`src/rtl/sd_spi_pkg.sv`:
```
// sd_spi_pkg -- shared definitions for the SD-card SPI byte path.
//   sd_state_e     : transfer FSM states (2-bit encoding)
//   SD_IDLE_MOSI   : MOSI level between transfers (SD cards require high)
//   sd_bitcnt_w()  : width of a bit counter able to hold the value data_w
package sd_spi_pkg;

    typedef enum logic [1:0] {
        IDLE  = 2'd0,
        ALIGN = 2'd1,
        SHIFT = 2'd2,
        DONE  = 2'd3
    } sd_state_e;

    localparam logic SD_IDLE_MOSI = 1'b1;

    // One extra bit so the counter can reach data_w without wrapping.
    function automatic int sd_bitcnt_w(input int data_w);
        return $clog2(data_w) + 1;
    endfunction

endpackage

```
`src/rtl/sd_spi_byte_engine_if.sv`:
```
// sd_spi_byte_engine_if -- host-side handshake between the SD controller FSM
// and the SPI byte engine.
//   Start    : request a transfer (controller -> engine)
//   TxData   : byte to send, captured on accepted Start
//   CSassert : 1 = select card
//   Busy     : transfer in progress (engine -> controller)
//   Done     : one-cycle completion pulse, RxData valid the same cycle
//   RxData   : last received byte
// Modports: master = SD controller side, slave = byte engine side.
interface sd_spi_byte_engine_if #(
    parameter int DATA_W = 8
);
    logic              Start;
    logic [DATA_W-1:0] TxData;
    logic              CSassert;
    logic              Busy;
    logic              Done;
    logic [DATA_W-1:0] RxData;

    modport master (
        output Start, TxData, CSassert,
        input  Busy, Done, RxData
    );

    modport slave (
        input  Start, TxData, CSassert,
        output Busy, Done, RxData
    );
endinterface

```
`src/rtl/sd_sclk_edge_detect.sv`:
```
// sd_sclk_edge_detect -- registers the divider clock level in the system clock
// domain and flags its edges for use as single-cycle shift strobes.
//   clk_i    : system clock
//   rst_n_i  : synchronous reset, active-low
//   sclk_i   : divider output level (already registered in clk_i domain)
//   rise_o   : sclk_i is high this cycle and was low last cycle
//   fall_o   : sclk_i is low this cycle and was high last cycle
module sd_sclk_edge_detect (
    input  logic clk_i,
    input  logic rst_n_i,
    input  logic sclk_i,
    output logic rise_o,
    output logic fall_o
);
    logic sclk_q;

    always_ff @(posedge clk_i) begin
        if (!rst_n_i) begin
            sclk_q <= 1'b0;
        end else begin
            sclk_q <= sclk_i;
        end
    end

    assign rise_o = sclk_i & ~sclk_q;
    assign fall_o = ~sclk_i & sclk_q;
endmodule

```
`src/rtl/sd_spi_byte_engine.sv`:
```
// sd_spi_byte_engine -- SPI mode-0 byte transceiver for the SD-card path.
// Runs on CLKin only; the divider clock SCLKin is treated as a level whose
// edges strobe the shifters, and SD_SCLK is SCLKin gated per transfer.
//   CLKin, Reset   : system clock, synchronous active-low reset
//   SCLKin         : CLK_Divider output
//   SD_MISO        : serial data from card
//   SD_SCLK        : gated SCLKin to card
//   SD_MOSI        : serial data to card, MSB first
//   SD_CS_n        : registered ~CSassert
//   bus (slave)    : Start/TxData/CSassert in, Busy/Done/RxData out
// Build option: define SD_SPI_LOOPBACK_EN to feed SD_MOSI back into the
// receive shifter instead of SD_MISO (internal loopback).
module sd_spi_byte_engine
    import sd_spi_pkg::*;
#(
    parameter int   DATA_W    = 8,
    parameter logic IDLE_MOSI = SD_IDLE_MOSI
) (
    input  logic CLKin,
    input  logic Reset,
    input  logic SCLKin,
    input  logic SD_MISO,
    output logic SD_SCLK,
    output logic SD_MOSI,
    output logic SD_CS_n,
    sd_spi_byte_engine_if.slave bus
);
    localparam int BCW = sd_bitcnt_w(DATA_W);

    logic sclk_rise;
    logic sclk_fall;
    logic rx_in;

    sd_state_e         state_q,  state_d;
    logic [DATA_W-1:0] tx_sr_q,  tx_sr_d;
    logic [DATA_W-1:0] rx_sr_q,  rx_sr_d;
    logic [DATA_W-1:0] rxdata_q, rxdata_d;
    logic [BCW-1:0]    bitcnt_q, bitcnt_d;
    logic              gate_q,   gate_d;
    logic              mosi_q,   mosi_d;
    logic              busy_q,   busy_d;
    logic              done_q,   done_d;
    logic              cs_n_q;

    sd_sclk_edge_detect u_edge (
        .clk_i   (CLKin),
        .rst_n_i (Reset),
        .sclk_i  (SCLKin),
        .rise_o  (sclk_rise),
        .fall_o  (sclk_fall)
    );

`ifdef SD_SPI_LOOPBACK_EN
    // mosi_q already holds the bit being presented when the rise arrives.
    logic unused_miso;
    assign unused_miso = SD_MISO;
    assign rx_in       = mosi_q;
`else
    assign rx_in = SD_MISO;
`endif

    always_comb begin
        state_d  = state_q;
        tx_sr_d  = tx_sr_q;
        rx_sr_d  = rx_sr_q;
        rxdata_d = rxdata_q;
        bitcnt_d = bitcnt_q;
        gate_d   = gate_q;
        mosi_d   = mosi_q;
        busy_d   = busy_q;
        done_d   = 1'b0;
        case (state_q)
            IDLE: begin
                if (bus.Start) begin
                    tx_sr_d = bus.TxData;
                    busy_d  = 1'b1;
                    state_d = ALIGN;
                end
            end
            ALIGN: begin
                // Opening the gate only after a fall keeps the first SD_SCLK
                // high phase full-width.
                if (sclk_fall) begin
                    gate_d   = 1'b1;
                    mosi_d   = tx_sr_q[DATA_W-1];
                    bitcnt_d = '0;
                    state_d  = SHIFT;
                end
            end
            SHIFT: begin
                if (sclk_rise) begin
                    rx_sr_d  = {rx_sr_q[DATA_W-2:0], rx_in};
                    bitcnt_d = bitcnt_q + 1'b1;
                end else if (sclk_fall) begin
                    if (bitcnt_q == BCW'(DATA_W)) begin
                        // Completion outputs are registered on entry so that
                        // Done, RxData and Busy=0 coincide with the DONE cycle.
                        gate_d   = 1'b0;
                        mosi_d   = IDLE_MOSI;
                        rxdata_d = rx_sr_q;
                        done_d   = 1'b1;
                        busy_d   = 1'b0;
                        state_d  = DONE;
                    end else begin
                        tx_sr_d = {tx_sr_q[DATA_W-2:0], 1'b0};
                        mosi_d  = tx_sr_q[DATA_W-2];
                    end
                end
            end
            DONE: begin
                state_d = IDLE;
            end
            default: begin
                state_d = IDLE;
            end
        endcase
    end

    always_ff @(posedge CLKin) begin
        if (!Reset) begin
            state_q  <= IDLE;
            tx_sr_q  <= '0;
            rx_sr_q  <= '0;
            rxdata_q <= '0;
            bitcnt_q <= '0;
            gate_q   <= 1'b0;
            mosi_q   <= IDLE_MOSI;
            busy_q   <= 1'b0;
            done_q   <= 1'b0;
            cs_n_q   <= 1'b1;
        end else begin
            state_q  <= state_d;
            tx_sr_q  <= tx_sr_d;
            rx_sr_q  <= rx_sr_d;
            rxdata_q <= rxdata_d;
            bitcnt_q <= bitcnt_d;
            gate_q   <= gate_d;
            mosi_q   <= mosi_d;
            busy_q   <= busy_d;
            done_q   <= done_d;
            cs_n_q   <= ~bus.CSassert;
        end
    end

    assign SD_SCLK    = SCLKin & gate_q;
    assign SD_MOSI    = mosi_q;
    assign SD_CS_n    = cs_n_q;
    assign bus.Busy   = busy_q;
    assign bus.Done   = done_q;
    assign bus.RxData = rxdata_q;
endmodule

```
`src/flat_wrapper.sv`:
```
// flat-port wrapper written by rule: the top's interface ports become plain ports
module sd_spi_byte_engine_flat import sd_spi_pkg::*;
#(
    parameter int   DATA_W    = 8,
    parameter logic IDLE_MOSI = SD_IDLE_MOSI
)
  (CLKin, Reset, SCLKin, SD_MISO, SD_SCLK, SD_MOSI, SD_CS_n, bus_Start, bus_TxData, bus_CSassert, bus_Busy, bus_Done, bus_RxData);
  sd_spi_byte_engine_if #(.DATA_W(DATA_W)) bus_i ();
  input  logic CLKin;
  input  logic Reset;
  input  logic SCLKin;
  input  logic SD_MISO;
  output logic SD_SCLK;
  output logic SD_MOSI;
  output logic SD_CS_n;
  input wire logic [$bits(bus_i.Start)-1:0] bus_Start;
  input wire logic [$bits(bus_i.TxData)-1:0] bus_TxData;
  input wire logic [$bits(bus_i.CSassert)-1:0] bus_CSassert;
  output wire logic [$bits(bus_i.Busy)-1:0] bus_Busy;
  output wire logic [$bits(bus_i.Done)-1:0] bus_Done;
  output wire logic [$bits(bus_i.RxData)-1:0] bus_RxData;
  assign bus_i.Start = bus_Start;
  assign bus_i.TxData = bus_TxData;
  assign bus_i.CSassert = bus_CSassert;
  assign bus_Busy = bus_i.Busy;
  assign bus_Done = bus_i.Done;
  assign bus_RxData = bus_i.RxData;
  sd_spi_byte_engine #(.DATA_W(DATA_W), .IDLE_MOSI(IDLE_MOSI)) u_core (.CLKin(CLKin), .Reset(Reset), .SCLKin(SCLKin), .SD_MISO(SD_MISO), .SD_SCLK(SD_SCLK), .SD_MOSI(SD_MOSI), .SD_CS_n(SD_CS_n), .bus(bus_i));
endmodule
```
`config.mk`:
```
export PLATFORM = sky130hd
export DESIGN_NAME = sd_spi_byte_engine_flat
export DESIGN_NICKNAME = d
export VERILOG_FILES = /design/src/rtl/sd_spi_pkg.sv /design/src/rtl/sd_spi_byte_engine_if.sv /design/src/rtl/sd_sclk_edge_detect.sv /design/src/rtl/sd_spi_byte_engine.sv /design/src/flat_wrapper.sv
export SDC_FILE = /design/constraint.sdc
export NUM_CORES = 1
export LEC_CHECK = 0
export ABC_CLOCK_PERIOD_IN_PS = 2000
export CAP_MARGIN = 20
export CELL_PAD_IN_SITES_DETAIL_PLACEMENT = 1
export CELL_PAD_IN_SITES_GLOBAL_PLACEMENT = 2
export CORE_MARGIN = 5
export CORE_UTILIZATION = 34
export CTS_BUF_LIST = sky130_fd_sc_hd__clkbuf_8
export CTS_CLUSTER_DIAMETER = 150
export CTS_CLUSTER_SIZE = 12
export DETAILED_ROUTE_END_ITERATION = 16
export MAX_ROUTING_LAYER = met4
export PLACE_DENSITY_LB_ADDON = 0.15
export SLEW_MARGIN = 20
export SYNTH_ARGS = -nofsm -noshare
export SYNTH_HDL_FRONTEND = slang
export SYNTH_SLANG_ARGS = --single-unit
```
`constraint.sdc`:
```
create_clock -name CLKin -period 2 [get_ports CLKin]
set_input_delay 0.4 -clock CLKin [delete_from_list [all_inputs] [get_ports CLKin]]
set_output_delay 0.4 -clock CLKin [all_outputs]
set_load 0.01 [all_outputs]
```
==> results by group, run 1 <==
Place
  – Post-DP HPWL: 2.81 mm
  – Final Wtd Congestion: 0.748
  – Post-DP Area: 2050 um2
  – Placed insts: 261
  – PortBufs: 26
  – Pre-CTS WS: -0.0503 ns

CTS
  – CTS Sinks: 36
  – Skew-Pair Late Insertion Delay: 0.29 ns
  – Clk root buf: clkbuf_8
  – TritonCTS clock tree: done
  – Worst-path clk slew: 0.07 ns
  – Clock buffer depth: 2
  – H-tree depth: 2
  – CTS Buf Count: 5

Timing
  – Worst slew pin tran: 0.321 ns
  – Achievable Freq: 544 MHz
  – RSZ-0062 raised after global routing: no
  – Minimum clock period: 1.84 ns
  – Final worst setup slack: 0.162 ns
  – Max-slew violations: 0
  – Max_slew headroom: 78.4%
  – Post-route setup TNS: 0 ns
  – Final Cycle Share: 91.9%
  – Clock Skew: 0.00351 ns
  – WHS: 0.491 ns
  – Final setup fails: 0
  – Final Hold Violating Endpoints: 0

Floorplanning
  – Die boundary height: 79.7 um
  – Initial core utilization: 35.0%
  – Die area: 6350 um2
  – Width of the die: 79.7 um
  – Num ports: 27
  – Core Area: 4720 um2
  – # rows: 25

Synthesis
  – Post-synth EDFFs: 0
  – Area of the mapped netlist: 1650 um2
  – Async SR Flop Fraction: 0%
  – Yosys warns: 0
  – Synth top area share: 43.6%
  – Cells after synthesis: 166
  – Largest area contributor in the netlist: dfxtp_1
  – Synth cell types: 32
  – Area contributors post-synth: dfxtp_1 (44%), mux2i_1 (16%), ha_1 (5.3%), nor2_1 (4.5%), a311oi_1 (3.7%)
  – Mean Syn Cell Area: 9.95 um2
  – Synth Register Bits: 36
  – Sequential share of the synthesized area: 43.6%
  – Top_reg_cell synth: dfxtp_1
  – Syn nets: 187

Finish
  – Fin util: 45.9%
  – Most frequent cells in the layout: dfxtp_1 (36), mux2i_1 (27), clkdlybuf4s50_1 (25), nor2_1 (20)
  – Layout Cells excl Fill: 269
  – Fin area: 2170 um2
  – N_diodes: 0
  – Area growth syn-to-layout: 31.2%
  – Commonest non-fill, non-tap cell in the layout: dfxtp_1
  – Share of post-route cells with drive strength above 1: 13.4%
  – Nets: 222

Global route
  – Initial antenna violation count: 0
  – GRT Residual Overflow: 0
  – Largest net degree at the start of global routing: 27
  – First-pass GRT wire length: 6.73 mm
  – Vias in the first global route: 1,392
  – Tot GR Track Use: 13.9%

Run
  – Max Cap Violations: 0

Detailed routing
  – Average wire per standard cell: 14.2 um
  – Routed Antenna Nets: 0
  – Drc violations: 0
  – Final WL: 3.83 mm
  – DR vias/cell: 4.94
  – TritonRoute pass-1 iters: 2
  – First-iteration detailed-routing DRC count: 68
  – Via count: 1,330

Pwr
  – Seq pwr share: 33.7%
  – Sw Share: 35.3%
  – Power per Cell Area: 1200 nW/um2
  – Logic pwr share: 42.2%
  – Internal power: 1.69 mW
  – Psw: 922 uW
  – Maximum vdd drop: 0.000549 V
  – Total chip power: 2.61 mW
  – Clock Power Share: 24.1%
  – P_leak: 0.851 nW

Worst setup path
  – Delay-heaviest family, CP: compound AO/OA/AOI/OAI gates
  – Critical Path Start Type: flip-flop
  – Crit. End Element: flip-flop
  – Reg2reg setup slack: 0.16 ns
  – R2R depth: 7
  – Crit path required time: 2.19 ns
  – Logic depth of the worst setup path including buffers: 7
  – CP max FO: 16
  – Worst path buffer plus inverter count: 3
  – CP Cell Sequence: inv_1 -> ha_1 -> buf_6 -> a221oi_4 -> buf_12 -> a21oi_1 -> a311oi_1
  – CP max stage delay: 0.36 ns
  – Crit path DAT: 2.03 ns
  – Kind of critical path: reg2reg
  – Worst path slowest cell: dfxtp_1

Run status
  – Status: finished, final reports clean

Worst hold path
  – Hold-critical path depth: 2
  – Hold crit path type: reg2reg
==> synth_stat cells, types with 3 or more instances <==
cell and instances:
a31o_2 3, o21ai_0 5, mux2i_1 27, nor2_1 20, nor4_1 3, nand2_1 9, a311oi_1 7, nand3_1 4
buf_2 3, ha_1 7, a21oi_1 9, clkbuf_1 4, dfxtp_1 36, inv_1 6
==> layout make-up <==
class	count	area (um2)
Timing Repair Buffer	37	370
Fill cell	522	2560
Multi-Input combinational cell	114	858
Tap cell	67	83.8
Clock buffer	5	68.8
Clock inverter	3	38.8
Inverter	7	26.3
Sequential cell	36	721
==> tightest hold or removal path, cell delays in order, from the launching register on <==
cell     delay (ns)
dfxtp_1        0.33
nand2_1        0.06
mux2i_1        0.06
==> flip-flops by register name, summed over array words and instances, names as in the netlist <==
name	count
u_core.SD_CS_n	1
u_core.state_q	2
u_core.SD_MOSI	1
u_core.u_edge.sclk_q	1
u_core.bus.Busy	1
u_core.tx_sr_q	8
u_core.gate_q	1
u_core.bus.RxData	8
u_core.bus.Done	1
u_core.bitcnt_q	4
u_core.rx_sr_q	8
==> power by group through the flow <==
stage          registers [mW]  logic (mW)  clock network [mW]
2_1_floorplan           0.885       0.782                   0
3_3_place_gp            0.891        1.03                   0
3_5_place_dp            0.896        1.08                   0
4_1_cts                 0.880        1.09               0.659
5_1_grt                 0.895        1.21               0.689
6_report                0.881        1.10               0.630
==> routing by layer <==
metal | global-route usage [%] | up-vias | wire, um
li1 | - | 664 | -
met1 | 17.7 | 637 | 1870
met2 | 21.0 | 25 | 1760
met3 | 4.51 | 4 | 155
met4 | 4.12 | 0 | 42
met5 | - | - | 0
==> kinds of logic after synthesis <==
logic type,Yosys count,share of synthesized area (%)
fa+ha+maj,7,5.30
mux,27,16.4
flops,36,43.6
simple gates,47,14.3
buf+inv,16,4.77
compound gates,33,15.6
==> timing repair <==
| action | CTS | global route |
|---|---|---|
| resized for setup | 1 | 2 |
| hold buffers | 0 | 0 |
| buffers inserted | 0 | 0 |
| setup endpoints to repair | 1 | 1 |
==> worst paths after layout <==
kind                                                      from                        endpoint
worst max-delay path            u_core.state_q[0]$_SDFFE_PN0P_  u_core.tx_sr_q[2]$_SDFFE_PN0P_
worst min-delay path            u_core.state_q[0]$_SDFFE_PN0P_  u_core.state_q[0]$_SDFFE_PN0P_
worst max register to register  u_core.state_q[0]$_SDFFE_PN0P_  u_core.tx_sr_q[2]$_SDFFE_PN0P_
worst min register to register  u_core.state_q[0]$_SDFFE_PN0P_  u_core.state_q[0]$_SDFFE_PN0P_
(Power assumes the default switching activity.)
==> run 2, diff against run 1 <==
- CTS_CLUSTER_SIZE: 12 -> 30
==> results of run 2 <==
No change in the layout: final DEF, timing and power equal those of run 1.
==> run 3, diff against run 2 <==
- SLEW_MARGIN: 20 -> unset
==> results of run 3 <==
No change in the layout: final DEF, timing and power equal those of run 1.
